==> src/rtl/stopwatch_pkg.sv <==
// Shared constants for the lap stopwatch: FSM encoding, segment codes
// and the reduced divider values used when the sim parameter is set.
package stopwatch_pkg;

  localparam logic [1:0] ST_IDLE = 2'd0;
  localparam logic [1:0] ST_RUN  = 2'd1;
  localparam logic [1:0] ST_STOP = 2'd2;

  localparam int unsigned SIM_TICK_DIV     = 10;
  localparam int unsigned SIM_DEBOUNCE_CYC = 16;
  localparam int unsigned SIM_SCAN_DIV     = 4;

  // Active-low segment codes, bit order {a,b,c,d,e,f,g}
  localparam logic [6:0] SEG_0     = 7'b0000001;
  localparam logic [6:0] SEG_1     = 7'b1001111;
  localparam logic [6:0] SEG_2     = 7'b0010010;
  localparam logic [6:0] SEG_3     = 7'b0000110;
  localparam logic [6:0] SEG_4     = 7'b1001100;
  localparam logic [6:0] SEG_5     = 7'b0100100;
  localparam logic [6:0] SEG_6     = 7'b0100000;
  localparam logic [6:0] SEG_7     = 7'b0001111;
  localparam logic [6:0] SEG_8     = 7'b0000000;
  localparam logic [6:0] SEG_9     = 7'b0000100;
  localparam logic [6:0] SEG_BLANK = 7'b1111111;

  function automatic logic [6:0] seg_decode(input logic [3:0] bcd);
    logic [6:0] seg;
    case (bcd)
      4'd0:    seg = SEG_0;
      4'd1:    seg = SEG_1;
      4'd2:    seg = SEG_2;
      4'd3:    seg = SEG_3;
      4'd4:    seg = SEG_4;
      4'd5:    seg = SEG_5;
      4'd6:    seg = SEG_6;
      4'd7:    seg = SEG_7;
      4'd8:    seg = SEG_8;
      4'd9:    seg = SEG_9;
      default: seg = SEG_BLANK;
    endcase
    return seg;
  endfunction

endpackage

==> src/rtl/btn_debounce.sv <==
// Button debouncer: one-flop input register, level accepted after
// DEBOUNCE_CYC consecutive differing cycles, 1-cycle pulse on rising level.
module btn_debounce #(
  parameter int unsigned DEBOUNCE_CYC = 1_000_000
) (
  input  logic clk,
  input  logic reset,
  input  logic raw,
  output logic level,
  output logic press
);

  localparam int unsigned CW = (DEBOUNCE_CYC > 1) ? $clog2(DEBOUNCE_CYC) : 1;

  logic          r_sync;
  logic          r_level;
  logic          r_press;
  logic [CW-1:0] r_cnt;
  logic          w_done;

  assign w_done = (r_cnt == CW'(DEBOUNCE_CYC - 1));

  always_ff @(posedge clk) begin
    if (reset) begin
      r_sync  <= 1'b0;
      r_level <= 1'b0;
      r_press <= 1'b0;
      r_cnt   <= '0;
    end else begin
      r_sync  <= raw;
      r_press <= 1'b0;
      if (r_sync != r_level) begin
        if (w_done) begin
          r_level <= r_sync;
          r_press <= r_sync;
          r_cnt   <= '0;
        end else begin
          r_cnt <= r_cnt + 1'b1;
        end
      end else begin
        r_cnt <= '0;
      end
    end
  end

  assign level = r_level;
  assign press = r_press;

endmodule

==> src/rtl/lap_stopwatch.sv <==
// BCD hundredths stopwatch with start/stop/clear, lap freeze and a
// multiplexed common-anode 7-segment display driver.
module lap_stopwatch
  import stopwatch_pkg::*;
#(
  parameter int unsigned DIGITS       = 4,
  parameter int unsigned TICK_DIV     = 1_000_000,
  parameter int unsigned DEBOUNCE_CYC = 1_000_000,
  parameter int unsigned SCAN_DIV     = 100_000,
  parameter bit          sim          = 1'b0
) (
  input  logic              clk,
  input  logic              reset,
  input  logic              ButtonIn,
  input  logic              LapIn,
  output logic              a,
  output logic              b,
  output logic              c,
  output logic              d,
  output logic              e,
  output logic              f,
  output logic              g,
  output logic              dp,
  output logic [DIGITS-1:0] pos
);

  localparam int unsigned TD   = sim ? SIM_TICK_DIV     : TICK_DIV;
  localparam int unsigned DB   = sim ? SIM_DEBOUNCE_CYC : DEBOUNCE_CYC;
  localparam int unsigned SD   = sim ? SIM_SCAN_DIV     : SCAN_DIV;
  localparam int unsigned PW   = (TD > 1) ? $clog2(TD) : 1;
  localparam int unsigned SW   = (SD > 1) ? $clog2(SD) : 1;
  localparam int unsigned DW   = $clog2(DIGITS);
  localparam int unsigned CNTW = 4 * DIGITS;

  logic w_btn_level, w_btn_press;
  logic w_lap_level, w_lap_press;
  logic w_unused;

  btn_debounce #(.DEBOUNCE_CYC(DB)) u_btn (
    .clk   (clk),
    .reset (reset),
    .raw   (ButtonIn),
    .level (w_btn_level),
    .press (w_btn_press)
  );

  btn_debounce #(.DEBOUNCE_CYC(DB)) u_lap (
    .clk   (clk),
    .reset (reset),
    .raw   (LapIn),
    .level (w_lap_level),
    .press (w_lap_press)
  );

  assign w_unused = w_btn_level ^ w_lap_level;

  logic [1:0]      r_state;
  logic [PW-1:0]   r_presc;
  logic [CNTW-1:0] r_count;
  logic [CNTW-1:0] r_lap;
  logic            r_frozen;
  logic            w_tick;
  logic [CNTW-1:0] w_count_inc;

  assign w_tick = (r_state == ST_RUN) && (r_presc == PW'(TD - 1));

  always_comb begin
    logic w_carry;
    w_count_inc = r_count;
    w_carry     = 1'b1;
    for (int unsigned i = 0; i < DIGITS; i++) begin
      if (w_carry) begin
        if (r_count[4*i +: 4] == 4'd9) begin
          w_count_inc[4*i +: 4] = 4'd0;
        end else begin
          w_count_inc[4*i +: 4] = r_count[4*i +: 4] + 4'd1;
          w_carry               = 1'b0;
        end
      end
    end
  end

  // Tick is applied before the button case so a tick on the RUN->STOP edge
  // still counts, while STOP->IDLE clearing wins (no tick outside RUN anyway).
  always_ff @(posedge clk) begin
    if (reset) begin
      r_state  <= ST_IDLE;
      r_presc  <= '0;
      r_count  <= '0;
      r_lap    <= '0;
      r_frozen <= 1'b0;
    end else begin
      if (w_tick) r_count <= w_count_inc;
      if (r_state == ST_RUN) r_presc <= w_tick ? '0 : r_presc + 1'b1;
      if (w_btn_press) begin
        case (r_state)
          ST_IDLE: begin
            r_state <= ST_RUN;
            r_presc <= '0;
          end
          ST_RUN: begin
            r_state  <= ST_STOP;
            r_frozen <= 1'b0;
          end
          ST_STOP: begin
            r_state <= ST_IDLE;
            r_count <= '0;
          end
          default: begin
            r_state  <= ST_IDLE;
            r_frozen <= 1'b0;
          end
        endcase
      end else if (w_lap_press && (r_state == ST_RUN)) begin
        if (!r_frozen) begin
          r_lap    <= r_count;
          r_frozen <= 1'b1;
        end else begin
          r_frozen <= 1'b0;
        end
      end
    end
  end

  logic [SW-1:0]   r_scan;
  logic [DW-1:0]   r_digit;
  logic            w_step;
  logic [CNTW-1:0] w_disp;
  logic [3:0]      w_bcd;
  logic [6:0]      r_seg;
  logic            r_dp;
  logic [DIGITS-1:0] r_pos;

  assign w_step = (r_scan == SW'(SD - 1));
  assign w_disp = r_frozen ? r_lap : r_count;
  assign w_bcd  = w_disp[{r_digit, 2'b00} +: 4];

  always_ff @(posedge clk) begin
    if (reset) begin
      r_scan  <= '0;
      r_digit <= '0;
      r_seg   <= SEG_0;
      r_dp    <= 1'b1;
      r_pos   <= ~DIGITS'(1);
    end else begin
      r_scan <= w_step ? '0 : r_scan + 1'b1;
      if (w_step) r_digit <= (r_digit == DW'(DIGITS - 1)) ? '0 : r_digit + 1'b1;
      r_seg <= seg_decode(w_bcd);
      r_dp  <= (32'(r_digit) != 32'd2);
      r_pos <= ~(DIGITS'(1) << r_digit);
    end
  end

  assign {a, b, c, d, e, f, g} = r_seg;
  assign dp  = r_dp;
  assign pos = r_pos;

endmodule
==> config.mk <==
export PLATFORM = sky130hd
export DESIGN_NAME = lap_stopwatch
export DESIGN_NICKNAME = d
export VERILOG_FILES = /design/src/rtl/stopwatch_pkg.sv /design/src/rtl/btn_debounce.sv /design/src/rtl/lap_stopwatch.sv
export SDC_FILE = /design/constraint.sdc
export NUM_CORES = 1
export LEC_CHECK = 0
export ABC_AREA = 1
export BUFFER_PORTS_ARGS = -buffer_cell sky130_fd_sc_hd__clkbuf_2
export CAP_MARGIN = 20
export CORE_MARGIN = 2
export CORE_UTILIZATION = 63
export CTS_CLUSTER_DIAMETER = 60
export DETAILED_ROUTE_END_ITERATION = 7
export PLACE_DENSITY = 0.91
export SYNTH_ARGS = -nofsm -noshare
export SYNTH_HDL_FRONTEND = slang
export SYNTH_SLANG_ARGS = --single-unit
==> constraint.sdc <==
create_clock -name clk -period 1.9 [get_ports clk]
set_input_delay 0.285 -clock clk [delete_from_list [all_inputs] [get_ports clk]]
set_output_delay 0.285 -clock clk [all_outputs]
set_load 0.01 [all_outputs]
==> impl_metrics.prom, run 1 <==
# TYPE chip_impl_metric gauge
chip_impl_metric{name="cts.sink_count",unit=""} 131
chip_impl_info{name="hold_path.class",value="in2reg"} 1
chip_impl_metric{name="chipHeight",unit="um"} 106.1
chip_impl_metric{name="finalCoreUtilization",unit="%"} 73.16
chip_impl_metric{name="grt_antenna_before_repair",unit=""} 0
chip_impl_metric{name="worst_slew_pin_slew",unit="ps"} 463.8
chip_impl_metric{name="power_per_cell_area",unit="nW/um^2"} 818.9
chip_impl_metric{name="final.min_clock_period",unit="ps"} 1804
chip_impl_metric{name="mappedNetlistNets",unit=""} 997
chip_impl_info{name="path_class",value="reg2reg"} 1
chip_impl_metric{name="netlist_area_before_placement",unit="sq um"} 6563
chip_impl_metric{name="worstRegToRegCells",unit=""} 7
chip_impl_metric{name="grt_max_degree",unit=""} 21
chip_impl_metric{name="setup_total_negative_slack",unit="ps"} 0
chip_impl_metric{name="place.detailed.hpwl",unit="mm"} 10.03
chip_impl_metric{name="yosysTopAreaCellShare",unit="%"} 39.96
chip_impl_metric{name="setup_viol_count_final",unit=""} 0
chip_impl_metric{name="crit_fanout",unit=""} 9
chip_impl_metric{name="power.static_leakage",unit="uW"} 0.002803
chip_impl_metric{name="seq_total_area_yosys",unit="%"} 39.96
chip_impl_metric{name="fraction_of_final_layout_cells_with_drive_strength_greater_than_1",unit="%"} 9.436
chip_impl_info{name="run_status",value="complete, no violations"} 1
chip_impl_metric{name="ir_worst_vdd",unit="mV"} 0.6117
chip_impl_metric{name="max_slew_margin",unit="%"} 69.04
chip_impl_metric{name="critPathArrivalTime",unit="ps"} 2280
chip_impl_metric{name="post_cts_setup_buffer_count",unit=""} 0
chip_impl_metric{name="cts_buffers",unit=""} 17
chip_impl_info{name="worstSetupStartpointType",value="flop"} 1
chip_impl_metric{name="number_of_vias_in_the_routed_layout",unit=""} 6320
chip_impl_info{name="clock_tree_from_tritoncts",value="done"} 1
chip_impl_metric{name="core_area",unit="sq um"} 10230
chip_impl_metric{name="clk_pin_slew",unit="ps"} 60
chip_impl_info{name="timing.critical_path.mode_cell",value="sky130_fd_sc_hd__nand3_1"} 1
chip_impl_metric{name="route.detailed.vias_per_inst",unit=""} 5.430
chip_impl_metric{name="wirelength",unit="mm"} 14.66
chip_impl_metric{name="dr.pass1.iters",unit=""} 6
chip_impl_metric{name="synth_register_bits",unit=""} 131
chip_impl_metric{name="crit_cells",unit=""} 7
chip_impl_metric{name="drv.max_cap_violation_count",unit=""} 0
chip_impl_metric{name="htree_levels",unit=""} 4
chip_impl_metric{name="critical_path_required",unit="ps"} 2370
chip_impl_metric{name="report.final.slew_viol_count",unit=""} 0
chip_impl_metric{name="design.portCount",unit=""} 16
chip_impl_metric{name="route.antenna.remaining_nets",unit=""} 0
chip_impl_metric{name="detail_route.wl_per_cell",unit="um"} 12.60
chip_impl_info{name="timing.critical_path.cells",value="ha_1 -> nand3_1 -> nor2_1 -> nand3_1 -> nor2_4 -> nand4_1 -> a21oi_1"} 1
chip_impl_metric{name="synth_warnings",unit=""} 0
chip_impl_metric{name="synth_cell_type_count",unit=""} 35
chip_impl_metric{name="hold_violations",unit=""} 0
chip_impl_metric{name="hold_depth",unit=""} 4
chip_impl_metric{name="gr-total-overflow",unit=""} 0
chip_impl_metric{name="drt-initial-drc-count",unit=""} 543
chip_impl_metric{name="pre_cts_ws",unit="ps"} 150.2
chip_impl_metric{name="initial_core_utilization",unit="%"} 64.14
chip_impl_metric{name="gp_congestion",unit=""} 0.9556
chip_impl_metric{name="grt_pass1_vias",unit=""} 5937
chip_impl_info{name="synth.top_cells.by_area",value="sky130_fd_sc_hd__dfxtp_1 40%, sky130_fd_sc_hd__nand2_1 13%, sky130_fd_sc_hd__nor2_1 9.0%"} 1
chip_impl_metric{name="grt_pass1_wl",unit="mm"} 25.74
chip_impl_metric{name="instances_no_fill",unit=""} 1164
chip_impl_metric{name="area_overhead_vs_synth",unit="%"} 14.05
chip_impl_metric{name="chipWidth",unit="um"} 106.1
chip_impl_metric{name="insertion_delay",unit="ps"} 550
chip_impl_metric{name="finalHoldWorstSlack",unit="ps"} 129.7
chip_impl_metric{name="synth_cells",unit=""} 979
chip_impl_info{name="critical_path.slowest_cell",value="sky130_fd_sc_hd__dfxtp_1"} 1
chip_impl_info{name="synth_top_area_cell",value="sky130_fd_sc_hd__dfxtp_1"} 1
chip_impl_metric{name="fp.dieArea",unit="sq um"} 11250
chip_impl_info{name="critical-path-top-delay-family",value="simple AND/OR/NAND/NOR gates"} 1
chip_impl_metric{name="rows",unit=""} 37
chip_impl_metric{name="critical_path.max_stage_delay",unit="ps"} 390
chip_impl_metric{name="globalRouteTotalUtil",unit="%"} 28.06
chip_impl_metric{name="number_of_remaining_drc_errors",unit=""} 0
chip_impl_info{name="crit_path_end_kind",value="flop"} 1
chip_impl_metric{name="synth.avg_cell_area",unit="sq um"} 6.703
chip_impl_metric{name="num_antenna_cells",unit=""} 0
chip_impl_metric{name="finish.net_count",unit=""} 1033
chip_impl_metric{name="smallest_setup_slack_after_layout",unit="ps"} 96.07
chip_impl_metric{name="top_achievable_clock_speed",unit="MHz"} 554.3
chip_impl_metric{name="numPlacedInstances",unit=""} 1130
chip_impl_metric{name="worst-path-buf-inv",unit=""} 0
chip_impl_metric{name="numPortBuffers",unit=""} 15
chip_impl_metric{name="clk_path_buf_depth",unit=""} 2
chip_impl_info{name="cts.root.buffer_cell",value="sky130_fd_sc_hd__clkbuf_8"} 1
chip_impl_metric{name="post_route_clock_period_utilization",unit="%"} 94.94
chip_impl_metric{name="final.setup_skew",unit="ps"} 5.578
## report_power, final
part / total (uW) / leakage [uW] / switching, uW / internal (uW)
registers: 2760 / 0.00106 / 6.90 / 2760
logic: 103 / 0.00146 / 66.8 / 36.0
clock network: 3260 / 0.000284 / 1360 / 1910
total: 6130 / 0.00280 / 1430 / 4700
## cells in the mapped netlist
master                       n
sky130_fd_sc_hd__a21oi_1    56
sky130_fd_sc_hd__nor2_1    157
sky130_fd_sc_hd__nor2_4      3
sky130_fd_sc_hd__or2_0       2
sky130_fd_sc_hd__xor2_1     16
sky130_fd_sc_hd__nor3_1     34
sky130_fd_sc_hd__ha_1       14
sky130_fd_sc_hd__buf_6       3
sky130_fd_sc_hd__clkinv_1    1
sky130_fd_sc_hd__o21bai_1    3
sky130_fd_sc_hd__xnor2_1     3
sky130_fd_sc_hd__a211oi_1    4
sky130_fd_sc_hd__buf_4       5
sky130_fd_sc_hd__nand3b_1    5
sky130_fd_sc_hd__nand3_1    76
sky130_fd_sc_hd__nor4_1      4
sky130_fd_sc_hd__nand2_2     1
sky130_fd_sc_hd__clkbuf_1    5
sky130_fd_sc_hd__inv_2       3
sky130_fd_sc_hd__nor3b_1     6
sky130_fd_sc_hd__inv_1     117
sky130_fd_sc_hd__a31oi_1     3
sky130_fd_sc_hd__nor3_2      2
sky130_fd_sc_hd__dfxtp_1   131
sky130_fd_sc_hd__nand4_1    21
sky130_fd_sc_hd__nand2_1   233
sky130_fd_sc_hd__o21ai_1     2
sky130_fd_sc_hd__o21a_1      1
sky130_fd_sc_hd__nor2_2      3
sky130_fd_sc_hd__a311oi_1    1
sky130_fd_sc_hd__o21ai_0    46
sky130_fd_sc_hd__buf_2       7
sky130_fd_sc_hd__buf_1       1
sky130_fd_sc_hd__or2_2       9
sky130_fd_sc_hd__and2_1      1
## tightest hold or removal path, cell delays in order
cell,delay [ps]
sky130_fd_sc_hd__clkbuf_2,110
sky130_fd_sc_hd__inv_1,80
sky130_fd_sc_hd__o21ai_0,110
sky130_fd_sc_hd__a21oi_1,50
## sequential cells by signal, indices dropped and copies added (netlist names), 2 cells and up
name         cells
pos              4
r_count         16
r_digit          2
r_lap           16
r_presc         20
r_scan          17
r_seg            7
r_state          2
u_btn.r_cnt     20
u_lap.r_cnt     20
## layout make-up
cell class	count	area, sq um
well taps	136	170.2
repair buffers	38	269.0
inverters	121	454.2
clock inverters	15	172.7
clock buffers	17	414.1
multi-input cells	706	3379
fillers	727	2746
flip-flops and latches	131	2625
## kinds of logic after synthesis
logic type / Yosys count / share of synthesized area [%]
buffers and inverters: 142 / 8.885
adder cells (fa/ha/maj): 14 / 2.669
AO/OA/AOI/OAI: 116 / 9.266
AND/OR/NAND/NOR: 557 / 36.68
flip-flops: 131 / 39.96
XOR/XNOR: 19 / 2.536
## metrics by stage
step,total power (uW),cell area (sq um)
CTS,6141,7456
global route,6284,7485
finish,6129,7485
global placement,2919,6849
floorplan,2890,6563
detailed placement,2922,6849
## per-layer routing
metal	GRT usage (%)	share of wire [%]	up-vias
met4	13.53	2.9	0
met3	6.376	5.9	50
li1	-	-	3216
met5	0	0	-
met1	34.46	43	2849
met2	46.59	48	205
## repair_timing
action / 4_1_cts / 5_1_grt
hold buffers: 2 / 0
endpoints found under the hold margin: 2 / 0
resized for setup: 0 / 13
setup endpoints to repair: 0 / 44
## final timing paths
check | slack (ps) | from | end
setup reg to reg | 100 | r_presc[0] | r_count[7]
setup / recovery | 100 | r_presc[0] | r_count[7]
hold reg to reg | 450 | u_btn.r_cnt[0] | u_btn.r_cnt[0]
hold / removal | 130 | reset | r_state[1]
## cells in the final DEF (no fill, tap or decap), types with 5 or more instances in the layout
| master | instances |
|---|---|
| sky130_fd_sc_hd__o21ai_0 | 44 |
| sky130_fd_sc_hd__nor3b_1 | 6 |
| sky130_fd_sc_hd__dfxtp_1 | 129 |
| sky130_fd_sc_hd__nand3_1 | 76 |
| sky130_fd_sc_hd__nand2_1 | 231 |
| sky130_fd_sc_hd__ha_1 | 14 |
| sky130_fd_sc_hd__clkbuf_2 | 15 |
| sky130_fd_sc_hd__inv_1 | 116 |
| sky130_fd_sc_hd__nor2_4 | 5 |
| sky130_fd_sc_hd__nor2_1 | 154 |
| sky130_fd_sc_hd__nand3b_1 | 5 |
| sky130_fd_sc_hd__or2_2 | 9 |
| sky130_fd_sc_hd__buf_4 | 19 |
| sky130_fd_sc_hd__a21oi_1 | 56 |
| sky130_fd_sc_hd__inv_6 | 5 |
| sky130_fd_sc_hd__nor3_1 | 34 |
| sky130_fd_sc_hd__xor2_1 | 16 |
| sky130_fd_sc_hd__nand4_1 | 21 |
| sky130_fd_sc_hd__clkbuf_16 | 16 |
Note: power is estimated with default switching activity, not from simulation.
==> run 2: changes to the inputs <==
--- a/config.mk
+++ b/config.mk
@@ -8,11 +8,11 @@
 export ABC_AREA = 1
 export BUFFER_PORTS_ARGS = -buffer_cell sky130_fd_sc_hd__clkbuf_2
 export CAP_MARGIN = 20
-export CORE_MARGIN = 2
+export CORE_MARGIN = 10
 export CORE_UTILIZATION = 63
 export CTS_CLUSTER_DIAMETER = 60
 export DETAILED_ROUTE_END_ITERATION = 7
-export PLACE_DENSITY = 0.91
+export PLACE_DENSITY = 0.8
 export SYNTH_ARGS = -nofsm -noshare
 export SYNTH_HDL_FRONTEND = slang
 export SYNTH_SLANG_ARGS = --single-unit
==> run 2 against run 1 <==
Cell area fell by 0.17%; critical path depth rose by 1; setup slack improved by 69 ps; global-route usage fell by 8.3 points; register-to-register slack improved by 70 ps; first-iteration DRC count rose by 11%; utilization fell by 0.12 points; sequential share of layout area barely moved; clock skew rose by 1.3 ps; wire length fell by 2.1%; via count fell by 2.6%; non-clock buffer count rose by 2; critical endpoint is now r_presc[11]; largest power group unchanged; highest routed layer unchanged.
==> impl_metrics.prom, run 2 (synthesis results as in run 1) <==
# TYPE chip_impl_metric gauge
chip_impl_info{name="final_common_cell",value="sky130_fd_sc_hd__nand2_1"} 1
chip_impl_info{name="timing.critical_path.cells",value="nand2_1 -> nor2_1 -> nand3_1 -> nor2_4 -> nor2_1 -> buf_4 -> o21ai_0 -> a21oi_1"} 1
chip_impl_metric{name="grt_antenna_before_repair",unit=""} 0
chip_impl_metric{name="dr.pass1.iters",unit=""} 6
chip_impl_info{name="critical_path.slowest_cell",value="sky130_fd_sc_hd__dfxtp_1"} 1
chip_impl_metric{name="power_switching_share",unit="%"} 20.65
chip_impl_metric{name="ir_worst_vdd",unit="mV"} 0.7930
chip_impl_metric{name="clk_path_buf_depth",unit=""} 2
chip_impl_metric{name="switchingPower",unit="uW"} 1252
chip_impl_metric{name="initial_core_utilization",unit="%"} 64.14
chip_impl_metric{name="globalRouteTotalUtil",unit="%"} 19.77
chip_impl_metric{name="comb_power_share",unit="%"} 1.7
chip_impl_info{name="rsz_0062_raised_after_global_routing",value="false"} 1
chip_impl_info{name="crit_end",value="r_presc[11]"} 1
chip_impl_metric{name="numPortBuffers",unit=""} 15
chip_impl_metric{name="intPower",unit="uW"} 4812
chip_impl_metric{name="rows",unit=""} 37
chip_impl_info{name="worstSetupStartpointType",value="flop"} 1
chip_impl_info{name="run_status",value="complete, no violations"} 1
chip_impl_metric{name="finish.net_count",unit=""} 1035
chip_impl_metric{name="gr-total-overflow",unit=""} 0
chip_impl_metric{name="insertion_delay",unit="ps"} 530
chip_impl_metric{name="final.setup_skew",unit="ps"} 6.875
chip_impl_metric{name="wirelength",unit="mm"} 14.35
chip_impl_metric{name="post_route_clock_period_utilization",unit="%"} 91.29
chip_impl_metric{name="placement.cell_area",unit="sq um"} 6864
chip_impl_metric{name="chipHeight",unit="um"} 122.1
chip_impl_metric{name="drt-initial-drc-count",unit=""} 605
chip_impl_metric{name="cts.sink_count",unit=""} 131
chip_impl_metric{name="setup_slack_of_the_most_critical_reg_to_reg_path",unit="ps"} 170
chip_impl_metric{name="setup_total_negative_slack",unit="ps"} 0
chip_impl_metric{name="fp.dieArea",unit="sq um"} 14900
chip_impl_metric{name="grt_pass1_vias",unit=""} 5606
chip_impl_metric{name="worst_slew_pin_slew",unit="ps"} 388.9
chip_impl_metric{name="power_per_cell_area",unit="nW/um^2"} 811.5
chip_impl_info{name="timing.critical_path.mode_cell",value="sky130_fd_sc_hd__nor2_1"} 1
chip_impl_metric{name="drv.max_cap_violation_count",unit=""} 0
chip_impl_metric{name="place.detailed.hpwl",unit="mm"} 9.881
chip_impl_metric{name="fraction_of_final_layout_cells_with_drive_strength_greater_than_1",unit="%"} 8.844
chip_impl_metric{name="number_of_vias_in_the_routed_layout",unit=""} 6158
chip_impl_metric{name="grt_pass1_wl",unit="mm"} 24.63
chip_impl_metric{name="core_area",unit="sq um"} 10230
chip_impl_metric{name="route.detailed.vias_per_inst",unit=""} 5.286
chip_impl_metric{name="gp_congestion",unit=""} 0.9148
chip_impl_metric{name="crit_fanout",unit=""} 10
chip_impl_metric{name="hold_violations",unit=""} 0
chip_impl_metric{name="critical_path_required",unit="ps"} 2310
chip_impl_info{name="clock_tree_from_tritoncts",value="done"} 1
chip_impl_metric{name="chipWidth",unit="um"} 122.1
chip_impl_metric{name="design.portCount",unit=""} 16
chip_impl_info{name="registers_with_the_most_flip_flops",value="r_presc (20), u_btn.r_cnt (20), u_lap.r_cnt (20)"} 1
chip_impl_metric{name="post-route-cell-area",unit="sq um"} 7472
chip_impl_info{name="crit-reg2reg-capture",value="r_presc[11]"} 1
chip_impl_metric{name="post_cts_setup_buffer_count",unit=""} 0
chip_impl_info{name="path_class",value="reg2reg"} 1
chip_impl_metric{name="power.static_leakage",unit="uW"} 0.002806
chip_impl_info{name="hold_path.class",value="in2reg"} 1
chip_impl_info{name="worst_setup_sp",value="r_presc[9]"} 1
chip_impl_metric{name="report.final.slew_viol_count",unit=""} 0
chip_impl_metric{name="top_achievable_clock_speed",unit="MHz"} 576.5
chip_impl_info{name="reg2reg_from",value="r_presc[9]"} 1
chip_impl_metric{name="critPathArrivalTime",unit="ps"} 2140
chip_impl_info{name="crit_path_end_kind",value="flop"} 1
chip_impl_metric{name="max_slew_margin",unit="%"} 73.98
chip_impl_metric{name="clk_pin_slew",unit="ps"} 60
chip_impl_metric{name="route.antenna.remaining_nets",unit=""} 0
chip_impl_info{name="top_library_cells_by_usage_in_the_layout_fill_and_taps_aside",value="233 x sky130_fd_sc_hd__nand2_1, 156 x sky130_fd_sc_hd__nor2_1, 130 x sky130_fd_sc_hd__dfxtp_1"} 1
chip_impl_metric{name="seq_power_share",unit="%"} 45.6
chip_impl_metric{name="final.min_clock_period",unit="ps"} 1735
chip_impl_metric{name="finalHoldWorstSlack",unit="ps"} 71.45
chip_impl_metric{name="cts_buffers",unit=""} 17
chip_impl_metric{name="grt_max_degree",unit=""} 23
chip_impl_info{name="cts.root.buffer_cell",value="sky130_fd_sc_hd__clkbuf_8"} 1
chip_impl_metric{name="pwr-share-clk",unit="%"} 52.7
chip_impl_metric{name="setup_viol_count_final",unit=""} 0
chip_impl_metric{name="critical_path.max_stage_delay",unit="ps"} 490
chip_impl_metric{name="area_overhead_vs_synth",unit="%"} 13.86
chip_impl_metric{name="num_antenna_cells",unit=""} 0
chip_impl_metric{name="detail_route.wl_per_cell",unit="um"} 12.32
chip_impl_metric{name="worstRegToRegCells",unit=""} 8
chip_impl_metric{name="htree_levels",unit=""} 4
chip_impl_metric{name="number_of_remaining_drc_errors",unit=""} 0
[run 2: cell types whose count changed in the layout (fill, tap and decap cells not counted), sizes merged]
cell    before  now
inv        127  120
clkbuf      32   36
buf         21   23
bufinv       2    3
clkinv       5    6
[run 2: repair_timing]
| action | 4_1_cts | 5_1_grt |
|---|---|---|
| gates resized for setup | 0 | 10 |
| hold endpoints to repair | 2 | 0 |
| setup endpoints to repair | 0 | 26 |
| hold buffers | 2 | 0 |
[run 2: critical path: cells and delay by family, from the launching register on]
| kind | cells | cell delay, ps |
|---|---|---|
| buf+inv | 1 | 170 |
| flops | 1 | 490 |
| compound gates | 2 | 210 |
| simple gates | 5 | 740 |
[run 2: worst min path at each step]
stage / from / end / slack, ps / cells past startpoint
2_1_floorplan: ButtonIn / u_btn.r_sync / 390 / 2
3_3_place_gp: u_btn.r_cnt[0] / u_btn.r_cnt[0] / 430 / 1
3_5_place_dp: u_btn.r_cnt[0] / u_btn.r_cnt[0] / 440 / 1
4_1_cts: reset / r_lap[12] / 60 / 2
5_1_grt: reset / r_lap[0] / 70 / 2
6_report: reset / r_frozen / 70 / 2
[run 2: area by class of cell]
type / instances / area (sq um)
Multi-Input combinational cell: 706 / 3367
Inverter: 121 / 454.2
Clock inverter: 10 / 133.9
Timing Repair Buffer: 40 / 284.0
Clock buffer: 21 / 439.2
Tap cell: 136 / 170.2
Fill cell: 843 / 2759
Sequential cell: 131 / 2624
[run 2: per-layer routing]
layer  track usage [%]  up-vias  wire [um]
met1             24.51     2780       6741
li1                  -     3217          -
met3             4.533       26        651
met2             32.47      135       6734
met4             8.100        0        221
met5                 0        -          0
[run 2: metrics by stage]
stage | utilization (%) | total power, uW | cells | setup slack (ps)
after global placement | 67.09 | 2922 | 1132 | 190.9
after floorplan | - | 2890 | 979 | 272.1
final | 73.03 | 6064 | 1165 | 165.5
after global routing | 73.03 | 6224 | 1165 | 0.01643
after detailed placement | 67.09 | 2923 | 1132 | 145.1
after CTS | 72.89 | 6093 | 1165 | 125.0
[run 2: power groups by stage]
stage	clock, uW	combinational, uW	sequential [uW]
finish	3200	104	2760
detailed placement	0	99.5	2820
global route	3340	119	2760
CTS	3230	104	2760
floorplan	0	66.7	2820
global placement	0	98.0	2820
==> run 3: changes to the inputs <==
--- a/config.mk
+++ b/config.mk
@@ -8,11 +8,13 @@
 export ABC_AREA = 1
 export BUFFER_PORTS_ARGS = -buffer_cell sky130_fd_sc_hd__clkbuf_2
 export CAP_MARGIN = 20
+export CELL_PAD_IN_SITES_DETAIL_PLACEMENT = 0
+export CELL_PAD_IN_SITES_GLOBAL_PLACEMENT = 1
 export CORE_MARGIN = 10
-export CORE_UTILIZATION = 63
+export CORE_UTILIZATION = 45
 export CTS_CLUSTER_DIAMETER = 60
 export DETAILED_ROUTE_END_ITERATION = 7
-export PLACE_DENSITY = 0.8
+export PLACE_DENSITY_LB_ADDON = 0.1
 export SYNTH_ARGS = -nofsm -noshare
 export SYNTH_HDL_FRONTEND = slang
 export SYNTH_SLANG_ARGS = --single-unit
==> run 3 against run 2 <==
Clock-buffer cell count rose by 6; sequential share of layout area fell by 0.58 points; final cell count rose by 4.2%; maximum frequency rose by 0.56%; clock skew fell by 1.6 ps; setup slack improved by 9.7 ps; critical path type unchanged; largest cell class unchanged.
==> impl_metrics.prom, run 3 (synthesis results as in run 1) <==
# TYPE chip_impl_metric gauge
chip_impl_metric{name="gp_congestion",unit=""} 0.8176
chip_impl_metric{name="placement.cell_area",unit="sq um"} 6967
chip_impl_metric{name="core_area",unit="sq um"} 14420
chip_impl_metric{name="design.portCount",unit=""} 16
chip_impl_metric{name="seq_power_share",unit="%"} 43.7
chip_impl_metric{name="drt-initial-drc-count",unit=""} 245
chip_impl_info{name="crit_path_end_kind",value="flop"} 1
chip_impl_metric{name="globalRouteTotalUtil",unit="%"} 15.34
chip_impl_metric{name="clk_path_buf_depth",unit=""} 2
chip_impl_metric{name="setup_viol_count_final",unit=""} 0
chip_impl_info{name="run_status",value="complete, no violations"} 1
chip_impl_metric{name="cts_buffers",unit=""} 17
chip_impl_metric{name="number_of_vias_in_the_routed_layout",unit=""} 5946
chip_impl_metric{name="setup_slack_of_the_most_critical_reg_to_reg_path",unit="ps"} 180
chip_impl_metric{name="chipWidth",unit="um"} 140.8
chip_impl_metric{name="power.static_leakage",unit="uW"} 0.002856
chip_impl_metric{name="comb_power_share",unit="%"} 1.6
chip_impl_metric{name="max_slew_margin",unit="%"} 70.51
chip_impl_metric{name="ir_worst_vdd",unit="mV"} 0.6594
chip_impl_metric{name="area_overhead_vs_synth",unit="%"} 15.77
chip_impl_metric{name="intPower",unit="uW"} 5088
chip_impl_info{name="rsz_0062_raised_after_global_routing",value="false"} 1
chip_impl_metric{name="rows",unit=""} 44
chip_impl_metric{name="crit_fanout",unit=""} 15
chip_impl_metric{name="grt_antenna_before_repair",unit=""} 0
chip_impl_metric{name="setup_total_negative_slack",unit="ps"} 0
chip_impl_info{name="clock_tree_from_tritoncts",value="done"} 1
chip_impl_info{name="cts.root.buffer_cell",value="sky130_fd_sc_hd__clkbuf_16"} 1
chip_impl_metric{name="final.setup_skew",unit="ps"} 5.260
chip_impl_metric{name="critical_path_required",unit="ps"} 2200
chip_impl_metric{name="power_per_cell_area",unit="nW/um^2"} 832.6
chip_impl_metric{name="switchingPower",unit="uW"} 1237
chip_impl_metric{name="pre_cts_ws",unit="ps"} 100.7
chip_impl_metric{name="drv.max_cap_violation_count",unit=""} 0
chip_impl_metric{name="chipHeight",unit="um"} 140.8
chip_impl_metric{name="top_achievable_clock_speed",unit="MHz"} 579.8
chip_impl_metric{name="route.antenna.remaining_nets",unit=""} 0
chip_impl_metric{name="clk_pin_slew",unit="ps"} 60
chip_impl_metric{name="grt_max_degree",unit=""} 21
chip_impl_metric{name="worst_slew_pin_slew",unit="ps"} 441.9
chip_impl_metric{name="insertion_delay",unit="ps"} 420
chip_impl_info{name="final_common_cell",value="sky130_fd_sc_hd__nand2_1"} 1
chip_impl_metric{name="grt_pass1_vias",unit=""} 5580
chip_impl_metric{name="cts.sink_count",unit=""} 131
chip_impl_info{name="timing.hold.worst_endpoint",value="u_lap.r_sync"} 1
chip_impl_metric{name="post-route-cell-area",unit="sq um"} 7597
chip_impl_info{name="registers_with_the_most_flip_flops",value="r_presc (20), u_btn.r_cnt (20), u_lap.r_cnt (20)"} 1
chip_impl_metric{name="fraction_of_final_layout_cells_with_drive_strength_greater_than_1",unit="%"} 8.932
chip_impl_metric{name="fillers",unit=""} 1475
chip_impl_metric{name="gr-total-overflow",unit=""} 0
chip_impl_info{name="worstSetupStartpointType",value="flop"} 1
chip_impl_info{name="crit-reg2reg-capture",value="r_seg[6]"} 1
chip_impl_metric{name="post_route_clock_period_utilization",unit="%"} 90.78
chip_impl_metric{name="grt_pass1_wl",unit="mm"} 25.41
chip_impl_metric{name="htree_levels",unit=""} 4
chip_impl_metric{name="fp.dieArea",unit="sq um"} 19810
chip_impl_metric{name="dr.pass1.iters",unit=""} 5
chip_impl_metric{name="num_antenna_cells",unit=""} 0
chip_impl_metric{name="multi_input_comb_area",unit="sq um"} 3359
chip_impl_metric{name="detail_route.wl_per_cell",unit="um"} 12.11
chip_impl_metric{name="power_switching_share",unit="%"} 19.56
chip_impl_metric{name="worstRegToRegCells",unit=""} 10
chip_impl_metric{name="numPortBuffers",unit=""} 15
chip_impl_metric{name="place.detailed.hpwl",unit="mm"} 10.84
chip_impl_metric{name="finish.net_count",unit=""} 1037
chip_impl_metric{name="hold_violations",unit=""} 0
chip_impl_info{name="hold_path.class",value="in2reg"} 1
chip_impl_metric{name="initial_core_utilization",unit="%"} 45.50
chip_impl_metric{name="route.detailed.vias_per_inst",unit=""} 4.898
chip_impl_info{name="top_library_cells_by_usage_in_the_layout_fill_and_taps_aside",value="233 x sky130_fd_sc_hd__nand2_1, 156 x sky130_fd_sc_hd__nor2_1, 130 x sky130_fd_sc_hd__dfxtp_1"} 1
chip_impl_metric{name="area_of_all_sequential_standard_cells",unit="sq um"} 2624
chip_impl_metric{name="number_of_remaining_drc_errors",unit=""} 0
chip_impl_info{name="reg2reg_from",value="r_frozen"} 1
chip_impl_info{name="min_from",value="LapIn"} 1
chip_impl_info{name="path_class",value="reg2reg"} 1
chip_impl_metric{name="hold_depth",unit=""} 3
chip_impl_metric{name="critPathArrivalTime",unit="ps"} 2030
chip_impl_metric{name="wirelength",unit="mm"} 14.70
chip_impl_metric{name="smallest_setup_slack_after_layout",unit="ps"} 175.2
chip_impl_metric{name="report.final.slew_viol_count",unit=""} 0
chip_impl_metric{name="pwr-share-clk",unit="%"} 54.7
chip_impl_metric{name="post_cts_setup_buffer_count",unit=""} 0
chip_impl_metric{name="final.min_clock_period",unit="ps"} 1725
-- run 3: stage by stage --
step	cells	hold slack, ps	util [%]	power [uW]
after floorplan	979	392.0	-	2890
after global placement	1184	425.3	48.30	2928
after detailed placement	1184	438.7	48.30	2927
after CTS	1214	56.01	52.62	6405
after global routing	1214	66.97	52.67	6550
final	1214	65.02	52.67	6326
-- run 3: power by group through the flow --
stage / registers, uW / clock network, uW / logic, uW
after global routing: 2760 / 3670 / 115
final: 2760 / 3460 / 101
after detailed placement: 2820 / 0 / 103
after floorplan: 2820 / 0 / 66.7
after CTS: 2760 / 3540 / 103
after global placement: 2820 / 0 / 104
-- run 3: repair_timing --
item	CTS	global route
hold buffers	0	0
resized for setup	0	7
endpoints found under the setup margin	0	23
hold endpoints to repair	0	0
-- run 3: worst max-delay path, cell delays in order (launching register included) --
cell,delay (ps)
sky130_fd_sc_hd__dfxtp_2,340
sky130_fd_sc_hd__buf_6,150
sky130_fd_sc_hd__o21ai_0,240
sky130_fd_sc_hd__nand2_1,110
sky130_fd_sc_hd__nand3_1,100
sky130_fd_sc_hd__nand2_1,130
sky130_fd_sc_hd__ha_1,200
sky130_fd_sc_hd__inv_1,50
sky130_fd_sc_hd__nand3_1,100
sky130_fd_sc_hd__nand3_1,110
sky130_fd_sc_hd__a21oi_1,70
-- run 3: worst max-delay path by stage --
stage	start	slack [ps]	end
floorplan	r_frozen	270	r_seg[3]
global placement	r_frozen	100	r_seg[6]
detailed placement	r_frozen	100	r_seg[6]
CTS	r_frozen	90	r_seg[6]
global route	u_btn.r_cnt[0]	0.8	u_btn.r_cnt[15]
finish	r_frozen	180	r_seg[6]
-- run 3: final cells by class --
cell class	count	area share (%)
clock buffer	27	7.016
inverter	121	5.978
tap	184	3.030
timing repair buffer	42	4.035
sequential	131	34.54
multi-input combinational	706	44.22
clock inverter	3	1.186
-- run 3: per-layer routing --
metal | share of wire (%) | GRT usage, %
met1 | 49 | 18.60
met2 | 47 | 25.49
met3 | 3.1 | 4.199
met4 | 1.1 | 5.326
met5 | 0 | 0
